### config.mk
export PLATFORM = sky130hd
export DESIGN_NAME = fb_writer
export DESIGN_NICKNAME = d
export VERILOG_FILES = /design/src/rtl/fb_writer_pkg.sv /design/src/rtl/fb_addr_gen.sv /design/src/rtl/fb_writer.sv
export SDC_FILE = /design/constraint.sdc
export NUM_CORES = 1
export LEC_CHECK = 0
export ABC_AREA = 1
export CAP_MARGIN = 20
export CORE_MARGIN = 1
export CORE_UTILIZATION = 55
export DETAILED_ROUTE_END_ITERATION = 12
export PLACE_DENSITY = 0.79
export SLEW_MARGIN = 15
export SYNTH_ARGS = -nofsm -noshare
export SYNTH_HDL_FRONTEND = slang
export SYNTH_SLANG_ARGS = --single-unit
### constraint.sdc
create_clock -name CLK100MHZ -period 2.05 [get_ports CLK100MHZ]
set_input_delay 0.5125 -clock CLK100MHZ [delete_from_list [all_inputs] [get_ports CLK100MHZ]]
set_output_delay 0.5125 -clock CLK100MHZ [all_outputs]
set_load 0.01 [all_outputs]
### src/rtl/fb_writer_pkg.sv
// -----------------------------------------------------------------------------
// fb_writer_pkg
// Shared framebuffer definitions: default raster size, framebuffer address and
// pixel widths, and the writer state encoding. Imported by the framebuffer
// writer and by the display stage that reads the same framebuffer.
// -----------------------------------------------------------------------------
package fb_writer_pkg;

    // Default active raster (640x480)
    localparam int unsigned H_ACTIVE_DEF = 640;
    localparam int unsigned V_ACTIVE_DEF = 480;

    // Framebuffer port widths: 19-bit word address, 12-bit RGB444 pixel
    localparam int unsigned FB_ADDR_W = 19;
    localparam int unsigned FB_PIX_W  = 12;

    // Writer states
    typedef enum logic [1:0] {
        WAIT_SOF = 2'd0,
        WRITE    = 2'd1,
        DISCARD  = 2'd2
    } fb_state_t;

endpackage

### src/rtl/fb_addr_gen.sv
// -----------------------------------------------------------------------------
// fb_addr_gen
// Column/row counters and framebuffer address generation for the writer.
// The line base address is kept in a running register (base += H_ACTIVE on
// each new line), so no multiplier is needed.
//
// Ports:
//   CLK100MHZ  in   system clock, rising edge
//   rst        in   asynchronous active-low reset
//   clear      in   restart at col 0 / row 0 before applying advances
//   adv_col    in   step to the next column
//   adv_row    in   step to column 0 of the next row (wraps after last row)
//   addr       out  current write address = base + col
//   col_last   out  current column is H_ACTIVE-1
//   row_last   out  current row is V_ACTIVE-1
// -----------------------------------------------------------------------------
module fb_addr_gen
    import fb_writer_pkg::*;
#(
    parameter int unsigned H_ACTIVE = H_ACTIVE_DEF,
    parameter int unsigned V_ACTIVE = V_ACTIVE_DEF
) (
    input  logic                 CLK100MHZ,
    input  logic                 rst,
    input  logic                 clear,
    input  logic                 adv_col,
    input  logic                 adv_row,
    output logic [FB_ADDR_W-1:0] addr,
    output logic                 col_last,
    output logic                 row_last
);

    localparam int unsigned COL_W = $clog2(H_ACTIVE + 1);
    localparam int unsigned ROW_W = $clog2(V_ACTIVE + 1);

    localparam logic [COL_W-1:0]     COL_LAST    = COL_W'(H_ACTIVE - 1);
    localparam logic [ROW_W-1:0]     ROW_LAST    = ROW_W'(V_ACTIVE - 1);
    localparam logic [FB_ADDR_W-1:0] LINE_STRIDE = FB_ADDR_W'(H_ACTIVE);

    logic [COL_W-1:0]     col, col_start, col_nxt;
    logic [ROW_W-1:0]     row, row_start, row_nxt;
    logic [FB_ADDR_W-1:0] base, base_start, base_nxt;

    // Counter update. A clear is applied first so that a start-of-frame pixel
    // can restart the raster and advance in the same cycle (sof+eol lands on
    // row 1, plain sof lands on col 1).
    always_comb begin
        col_start  = clear ? '0 : col;
        row_start  = clear ? '0 : row;
        base_start = clear ? '0 : base;

        col_nxt  = col_start;
        row_nxt  = row_start;
        base_nxt = base_start;

        if (adv_row) begin
            col_nxt = '0;
            if (row_start == ROW_LAST) begin
                row_nxt  = '0;
                base_nxt = '0;
            end else begin
                row_nxt  = row_start + ROW_W'(1);
                base_nxt = base_start + LINE_STRIDE;
            end
        end else if (adv_col) begin
            col_nxt = col_start + COL_W'(1);
        end
    end

    // Counter registers
    always_ff @(posedge CLK100MHZ or negedge rst) begin
        if (!rst) begin
            col  <= '0;
            row  <= '0;
            base <= '0;
        end else begin
            col  <= col_nxt;
            row  <= row_nxt;
            base <= base_nxt;
        end
    end

    assign addr     = base + FB_ADDR_W'(col);
    assign col_last = (col == COL_LAST);
    assign row_last = (row == ROW_LAST);

endmodule

### src/rtl/fb_writer.sv
// -----------------------------------------------------------------------------
// fb_writer
// Accepts a raster pixel stream (valid/ready with sof/eol markers) and writes
// it into a linear framebuffer, one registered write per accepted pixel.
// Short and long lines are flagged and realigned at the next eol; an early
// sof abandons the current frame and restarts at address 0.
//
// Ports:
//   CLK100MHZ   in   system clock, rising edge
//   rst         in   asynchronous active-low reset
//   enable      in   1 = accept pixels, 0 = stall
//   fb_busy     in   framebuffer write port unavailable this cycle
//   s_valid     in   upstream pixel valid
//   s_ready     out  enable & ~fb_busy (combinational)
//   s_data      in   pixel {R[11:8], G[7:4], B[3:0]}
//   s_sof       in   first pixel of frame
//   s_eol       in   last pixel of line
//   waddr_fb    out  framebuffer write address (registered)
//   wdata_fb    out  framebuffer write data (registered)
//   we_fb       out  write strobe, one cycle per write (registered)
//   frame_done  out  pulse when the last line of the frame completes
//   err_line    out  pulse on a short or long line
//   err_frame   out  pulse on sof before frame completion
// -----------------------------------------------------------------------------
module fb_writer
    import fb_writer_pkg::*;
#(
    parameter int unsigned H_ACTIVE = H_ACTIVE_DEF,
    parameter int unsigned V_ACTIVE = V_ACTIVE_DEF
) (
    input  logic                 CLK100MHZ,
    input  logic                 rst,
    input  logic                 enable,
    input  logic                 fb_busy,
    input  logic                 s_valid,
    output logic                 s_ready,
    input  logic [FB_PIX_W-1:0]  s_data,
    input  logic                 s_sof,
    input  logic                 s_eol,
    output logic [FB_ADDR_W-1:0] waddr_fb,
    output logic [FB_PIX_W-1:0]  wdata_fb,
    output logic                 we_fb,
    output logic                 frame_done,
    output logic                 err_line,
    output logic                 err_frame
);

    // A sof pixel always sits at col 0 / row 0; these tell whether that
    // position is already the end of a line or of the frame.
    localparam logic SOF_COL_LAST = (H_ACTIVE == 1);
    localparam logic SOF_ROW_LAST = (V_ACTIVE == 1);

    fb_state_t            state, state_nxt;
    logic                 xfer;
    logic                 writing;
    logic                 col_last, row_last;
    logic                 col_last_eff, row_last_eff;
    logic                 clear, adv_col, adv_row;
    logic                 do_write;
    logic                 fd_nxt, el_nxt, ef_nxt;
    logic [FB_ADDR_W-1:0] addr;

    assign s_ready = enable & ~fb_busy;
    assign xfer    = s_valid & s_ready;

    fb_addr_gen #(
        .H_ACTIVE (H_ACTIVE),
        .V_ACTIVE (V_ACTIVE)
    ) u_addr_gen (
        .CLK100MHZ (CLK100MHZ),
        .rst       (rst),
        .clear     (clear),
        .adv_col   (adv_col),
        .adv_row   (adv_row),
        .addr      (addr),
        .col_last  (col_last),
        .row_last  (row_last)
    );

    // Next-state and counter control. Nothing moves without a transfer.
    // A sof pixel is written in every state and is evaluated as if the
    // counters had already been cleared, so sof+eol behaves as sof then eol.
    always_comb begin
        state_nxt = state;
        do_write  = 1'b0;
        clear     = 1'b0;
        adv_col   = 1'b0;
        adv_row   = 1'b0;
        fd_nxt    = 1'b0;
        el_nxt    = 1'b0;
        ef_nxt    = 1'b0;

        col_last_eff = s_sof ? SOF_COL_LAST : col_last;
        row_last_eff = s_sof ? SOF_ROW_LAST : row_last;
        writing      = s_sof | (state == WRITE);

        if (xfer && writing) begin
            do_write = 1'b1;
            clear    = s_sof;
            ef_nxt   = s_sof && (state != WAIT_SOF);
            if (s_eol) begin
                el_nxt  = !col_last_eff;
                adv_row = 1'b1;
                if (row_last_eff) begin
                    fd_nxt    = 1'b1;
                    state_nxt = WAIT_SOF;
                end else begin
                    state_nxt = WRITE;
                end
            end else if (col_last_eff) begin
                // Line ran past its last column: drop the rest until eol
                el_nxt    = 1'b1;
                state_nxt = DISCARD;
            end else begin
                adv_col   = 1'b1;
                state_nxt = WRITE;
            end
        end else if (xfer && (state == DISCARD) && s_eol) begin
            adv_row = 1'b1;
            if (row_last) begin
                fd_nxt    = 1'b1;
                state_nxt = WAIT_SOF;
            end else begin
                state_nxt = WRITE;
            end
        end
    end

    // State register
    always_ff @(posedge CLK100MHZ or negedge rst) begin
        if (!rst) begin
            state <= WAIT_SOF;
        end else begin
            state <= state_nxt;
        end
    end

    // Framebuffer write port and status pulses, one cycle after the transfer.
    // Address and data hold their last value between writes.
    always_ff @(posedge CLK100MHZ or negedge rst) begin
        if (!rst) begin
            waddr_fb   <= '0;
            wdata_fb   <= '0;
            we_fb      <= 1'b0;
            frame_done <= 1'b0;
            err_line   <= 1'b0;
            err_frame  <= 1'b0;
        end else begin
            we_fb      <= do_write;
            frame_done <= fd_nxt;
            err_line   <= el_nxt;
            err_frame  <= ef_nxt;
            if (do_write) begin
                waddr_fb <= s_sof ? '0 : addr;
                wdata_fb <= s_data;
            end
        end
    end

endmodule
# After elaboration in Yosys (flattened, before gate mapping)
# Cells that the tools add are included.
[word_totals] output_inout_bits=36 input_bits=19 reg_bits=75 word_cells=65
[classes] n_eq_ne=5 add_sub_neg=4 reduce_logical=7 mux=35 bitwise=4
[op_table] operator="19-bit 2-to-1 mux" count=4
[op_table] operator="10-bit 2-to-1 mux" count=3
[op_table] operator="9-bit 2-to-1 mux" count=3
[op_table] operator="1-bit 2-to-1 mux" count=21
[op_table] operator="19-bit by 10-bit adder with 19-bit output" count=1
[op_table] operator="19-bit by 10-bit adder with 19-bit output (second input constant)" count=1
[op_table] operator="9-bit equality test (second input constant)" count=2
[op_table] operator="10-bit by 1-bit adder with 10-bit output (second input constant)" count=1
[op_table] operator="10-bit equality test (second input constant)" count=1
[op_table] operator="9-bit by 1-bit adder with 9-bit output (second input constant)" count=1
[op_table] operator="2-bit 2-to-1 mux" count=4
[op_table] operator="1-bit logical AND" count=4
[op_table] operator="2-bit nonzero test" count=2
[op_table] operator="1-bit AND" count=2
[op_table] operator="2-bit by 1-bit equality test with 1-bit output (second input constant)" count=1
[op_table] operator="2-bit equality test (second input constant)" count=1
[op_table] operator="1-bit zero test" count=1
[op_table] operator="1-bit inverter" count=1
[op_table] operator="1-bit bitwise OR" count=1

# Depth between registers and ports, before layout
[depth] depth_word=9 ltp_mapped=16 mapped_depth_nobuf=14

# Modules after synthesis
# A second synthesis with hierarchy kept.
[unflattened] cells_unflattened=615 area_unflattened_um2=4642.0
[by_module_without_submodules] mod="fb_addr_gen" seq_area_each_um2=950.9 cells_each=433 area_each_um2=3069.2 instances=1
[by_module_without_submodules] mod="fb_writer" seq_area_each_um2=925.9 cells_each=182 area_each_um2=1572.8 instances=1

# Worst setup path after synthesis
# OpenSTA, ideal clock, no wires.
[synth_path] kind="input-to-reg" start="input port fb_busy" end="register u_addr_gen.base[17]" path_buffers=2 stages=16 t_arrival_ns=2.014 required_time_ns=1.931 setup_time_ns=0.119 setup_slack_ns=-0.083 cell_sequence="inv_1 nand4_2 buf_2 buf_2 nand2_1 inv_1 ha_1 inv_1 nand2_1 nand3_1 nor2_1 nand3_1 nor2_1 nand3_1 nand2_1 nor2_1"
[synth_between] elab_chain_cells=9 elab_cells_between_ends=15 cone_classes="add/sub: 1; eq/ne: 1; mux: 7; bitwise: 3; reduce/logical: 3"
[synth_rtl] item="from (decl)" line_no="fb_writer.sv:34" rtl="input logic fb_busy,"
[synth_rtl] item="1-bit inverter *" line_no="fb_writer.sv:63" rtl="assign s_ready = enable & ~fb_busy;"
[synth_rtl] item="1-bit AND *" line_no="fb_writer.sv:63"
[synth_rtl] item="1-bit AND *" line_no="fb_writer.sv:64" rtl="assign xfer = s_valid & s_ready;"
[synth_rtl] item="1-bit logical AND" line_no="fb_writer.sv:97" rtl="if (xfer && writing) begin"
[synth_rtl] item="1-bit 2-to-1 mux" line_no="fb_writer.sv:97"
[synth_rtl] item="19-bit 2-to-1 mux / 9-bit 2-to-1 mux (equally long branches)" line_no="fb_addr_gen.sv:50, fb_addr_gen.sv:49"
[synth_rtl] item="19-bit by 10-bit adder with 19-bit output / 9-bit equality test (equally long branches)" line_no="fb_addr_gen.sv:63, fb_addr_gen.sv:58"
[synth_rtl] item="19-bit 2-to-1 mux" line_no="fb_addr_gen.sv:58" rtl="if (row_start == ROW_LAST) begin"
[synth_rtl] item="19-bit 2-to-1 mux *" line_no="fb_addr_gen.sv:56" rtl="if (adv_row) begin"
[synth_rtl] item="net u_addr_gen.base_nxt[17]" line_no="fb_addr_gen.sv:42" rtl="logic [FB_ADDR_W-1:0] base, base_start, base_nxt;"
[synth_rtl] item="to (signal assigned)" line_no="fb_addr_gen.sv:79" rtl="base <= base_nxt;"
[synth_rtl] item="to (decl)" line_no="fb_addr_gen.sv:42"
# Mark *: on every way through the listed nets, which the timed path passes. The rest lies on a longest branch.
# A chain may end at the register's enable or synchronous reset.

# Final worst setup path
[layout_path] start="input port s_sof" end="register u_addr_gen.col[9]"
[layout_between] elab_chain_cells=7 elab_cells_between_ends=12 cone_classes="add/sub: 1; mux: 9; bitwise: 1; reduce/logical: 1"
[layout_rtl] item="from (decl)" line_no="fb_writer.sv:38" rtl="input logic s_sof,"
[layout_rtl] item="1-bit bitwise OR" line_no="fb_writer.sv:95" rtl="writing = s_sof | (state == WRITE);"
[layout_rtl] item="1-bit logical AND" line_no="fb_writer.sv:97"
[layout_rtl] item="1-bit 2-to-1 mux" line_no="fb_writer.sv:97"
[layout_rtl] item="10-bit 2-to-1 mux" line_no="fb_addr_gen.sv:48" rtl="col_start = clear ? '0 : col;"
[layout_rtl] item="10-bit by 1-bit adder with 10-bit output" line_no="fb_addr_gen.sv:66" rtl="col_nxt = col_start + COL_W'(1);"
[layout_rtl] item="10-bit 2-to-1 mux" line_no="fb_addr_gen.sv:65" rtl="end else if (adv_col) begin"
[layout_rtl] item="10-bit 2-to-1 mux *" line_no="fb_addr_gen.sv:56"
[layout_rtl] item="net u_addr_gen.col_nxt[9]" line_no="fb_addr_gen.sv:40" rtl="logic [COL_W-1:0] col, col_start, col_nxt;"
[layout_rtl] item="to (signal assigned)" line_no="fb_addr_gen.sv:77" rtl="col <= col_nxt;"
[layout_rtl] item="to (decl)" line_no="fb_addr_gen.sv:40"
# Marks and branches as above.

==> metrics.md <==
| Metric | Value |
|---|---|
| Yosys warns | `0` |
| Routed vias/inst | `5.25` |
| Hold_buf cts | `0` |
| Initial antenna violation count | `0` |
| PD cells | `658 mW/mm²` |
| Post-Syn Area per Cell | `7.34 µm²` |
| Total core area | `0.00769 mm²` |
| Final Hold Viols | `0` |
| Cts bufs inserted | `9` |
| Largest net degree at the start of global routing | `45` |
| Peak per-stage delay on the critical path | `0.27 ns` |
| CTS max path bufs | `2` |
| Post-route DRC violation count | `0` |
| HPWL after detailed placement | `7.86 mm` |
| Final setup fails | `0` |
| Worst Path Max Fanout | `6` |
| Root Buffer | `clkbuf_8` |
| Asr flop ratio synth | `100%` |
| Final Skew | `0.0109 ns` |
| Gate power share | `19.4%` |
| Layout area overhead | `29.6%` |
| WL/cell | `13.5 µm` |
| Total GRT Usage | `27.2%` |
| Top cell type by total area after synthesis | `dfrtp_1` |
| DIE AREA | `0.00827 mm²` |
| CTS tree | `done` |
| Most frequent cells in the layout | `nand2_1 (199), dfrtp_1 (75), inv_1 (56)` |
| Reg2reg start | `u_addr_gen.col[0]$_DFF_PN0_` |
| WP data required | `2.29 ns` |
| Area share of the largest cell type after synthesis | `43.1%` |
| Internal power | `2690 µW` |
| Final Net Count | `726` |
| Psw | `1020 µW` |
| Gpl congestion | `0.942` |
| Layout cells sized above 1 | `15.1%` |
| Worst path top cell family by delay | `simple AND/OR/NAND/NOR gates` |
| Clock power share | `34.2%` |
| Site Rows | `32` |
| Pins Over Slew Limit | `0` |
| Vias post-DR | `4193` |
| CP max-delay cell | `dlygate4sd2_1` |
| Final setup TNS | `0 ns` |
| Post-synthesis instance total | `593` |
| Crit path top cell by count | `inv_1` |
| H-Tree Depth | `3` |
| Crit end category | `flip-flop` |
| Register bit total from synthesis | `75` |
| Sequential fraction of the synthesis area | `43.1%` |
| FF-to-FF path depth | `11` |
| Worst-case vdd ir drop | `0.398 mV` |
| Max_cap viols | `0` |
| Io pins | `55` |
| Slew HR | `72.7%` |
| Buf/Inv on CP | `5` |
| Synthesized area | `0.00435 mm²` |
| Most common cell after layout, fill and taps aside | `nand2_1` |
| Critical Path Source Type | `input port` |
| Reg power frac | `46.4%` |
| LEAKAGE | `0.00291 µW` |
| Hold WC Path Type | `input port to async pin` |
| Initial Util | `56.6%` |
| DRT iter0 DRCs | `187` |
| Synth top area cells | `dfrtp_1 (43%), nand2_1 (18%), nand3_1 (5.2%)` |
| Global route overflow | `0` |
| Final min period | `1.96 ns` |
| Vias in the first global route | `4068` |
| EDFF count, synth | `0` |
| DRT antenna net count | `0` |
| Routed WL | `10.8 mm` |
| Final Power | `3710 µW` |
| R2r setup slk | `0.10 ns` |
| Placed Area | `0.00530 mm²` |
| Chip height | `91.0 µm` |
| Worst Tran Pin Value | `0.410 ns` |
| Ys flop type | `dfrtp_1` |
| # fillers | `597` |
| Worst Path Arrival | `2.20 ns` |
| Final period utilization | `95.5%` |
| CTS Sinks | `75` |
| Sw Ratio | `27.6%` |
| First-pass GRT wire length | `18.1 mm` |
| Detailed-router iteration count before antenna repair | `4` |
| N_diodes | `0` |
| Crit path kind | `input port to flip-flop` |
| Worst reg2reg path endpoint | `waddr_fb[8]$_DFFE_PN0P_` |
| Fin area | `0.00564 mm²` |
| Sequence of cells on the critical path | `dlygate4sd2_1 -> buf_4 -> nor3_1 -> nand4_1 -> ha_1 -> inv_1 -> nor2_8 -> inv_4 -> nor2_4 -> nand3_1 -> nand2_1 -> inv_1 -> nor2_1` |
| Clk pin slew, worst setup/hold paths | `0.08 ns` |
| Library cells used by synthesis | `36` |
| # port buffers | `54` |
| Chip width | `91.0 µm` |
| Syn nets | `628` |
| Status | `completed` |
| Worst skew pair latency | `0.35 ns` |
| Fmax | `511 MHz` |
[per-stage QoR]
stage	std cells	hold slack (ns)	setup WS [ns]	util, %
finish	798	0.0831	0.0925	73.4
floorplan	593	0.217	0.0201	-
global route	798	0.117	-0.0374	73.4
global placement	779	0.461	-0.319	68.9
CTS	795	0.0925	-0.0756	71.8
detailed placement	779	0.464	-0.439	68.9
[power by group through the flow]
stage | clock network, µW | logic [µW] | registers [µW]
after floorplan | 0 | 319 | 1740
after global placement | 0 | 667 | 1740
after detailed placement | 0 | 688 | 1740
after CTS | 1280 | 693 | 1710
after global routing | 1340 | 804 | 1740
final | 1270 | 720 | 1720
[synth_stat cells, types with 2 or more instances]
library cell / instances
nand2_2: 4
nand2_4: 3
o21ai_0: 31
buf_1: 3
nor2_8: 3
inv_2: 3
nand2_1: 205
nand3b_1: 3
dfrtp_1: 75
o21ai_1: 3
a21oi_1: 27
xor2_1: 2
nor2_2: 3
a22o_1: 2
inv_1: 58
o21a_1: 2
buf_4: 2
o31ai_1: 2
ha_1: 15
nor3b_1: 2
nor3_1: 9
nand4_1: 13
nand3_1: 45
nor2_1: 59
buf_2: 8
[routing by layer]
metal | track usage, % | wire [µm]
met1 | 35.3 | 5020
met4 | 11.0 | 149
met3 | 4.44 | 469
met2 | 45.6 | 5130
met5 | 0 | 0
[timing repair]
action	4_1_cts	5_1_grt
gates resized for setup	4	32
setup endpoints to repair	12	25
pin swaps	1	14
setup buffers	0	3
[cell type report]
cell class / instances / area (µm²) / share of cell area, %
multi-input cells: 441 / 2240 / 39.8
flip-flops and latches: 75 / 1880 / 33.3
repair buffers: 101 / 928 / 16.5
inverters: 63 / 244 / 4.33
clock buffers: 12 / 145 / 2.57
well taps: 102 / 128 / 2.26
clock inverters: 4 / 73.8 / 1.31
[worst max path at each step]
stage / startpoint / end / depth (start not counted)
finish: s_sof / u_addr_gen.col[9]$_DFF_PN0_ / 13
floorplan: fb_busy / u_addr_gen.base[17]$_DFF_PN0_ / 16
detailed placement: enable / u_addr_gen.base[13]$_DFF_PN0_ / 12
CTS: fb_busy / s_ready / 6
global route: u_addr_gen.col[0]$_DFF_PN0_ / waddr_fb[8]$_DFFE_PN0P_ / 11
global placement: enable / u_addr_gen.base[13]$_DFF_PN0_ / 12
[logic make-up (layout without fill, tap and decap cells)]
kind of cell               Yosys count  in the layout  synth area share [%]
AOI/OAI and AO/OA                   70             70                  8.63
xor gates and xnor gates             2              2                 0.403
adders and majority gates           16             16                  4.77
buffers and inverters               77            180                  7.27
DFF                                 75             75                  43.1
and+or+nand+nor                    353            353                  35.8
[flip-flops by register name, summed over array words and instances, names as in the netlist]
register / cells
err_frame: 1
err_line: 1
frame_done: 1
state: 2
u_addr_gen.base: 19
u_addr_gen.col: 10
u_addr_gen.row: 9
waddr_fb: 19
wdata_fb: 12
we_fb: 1
(Power assumes the default switching activity.)
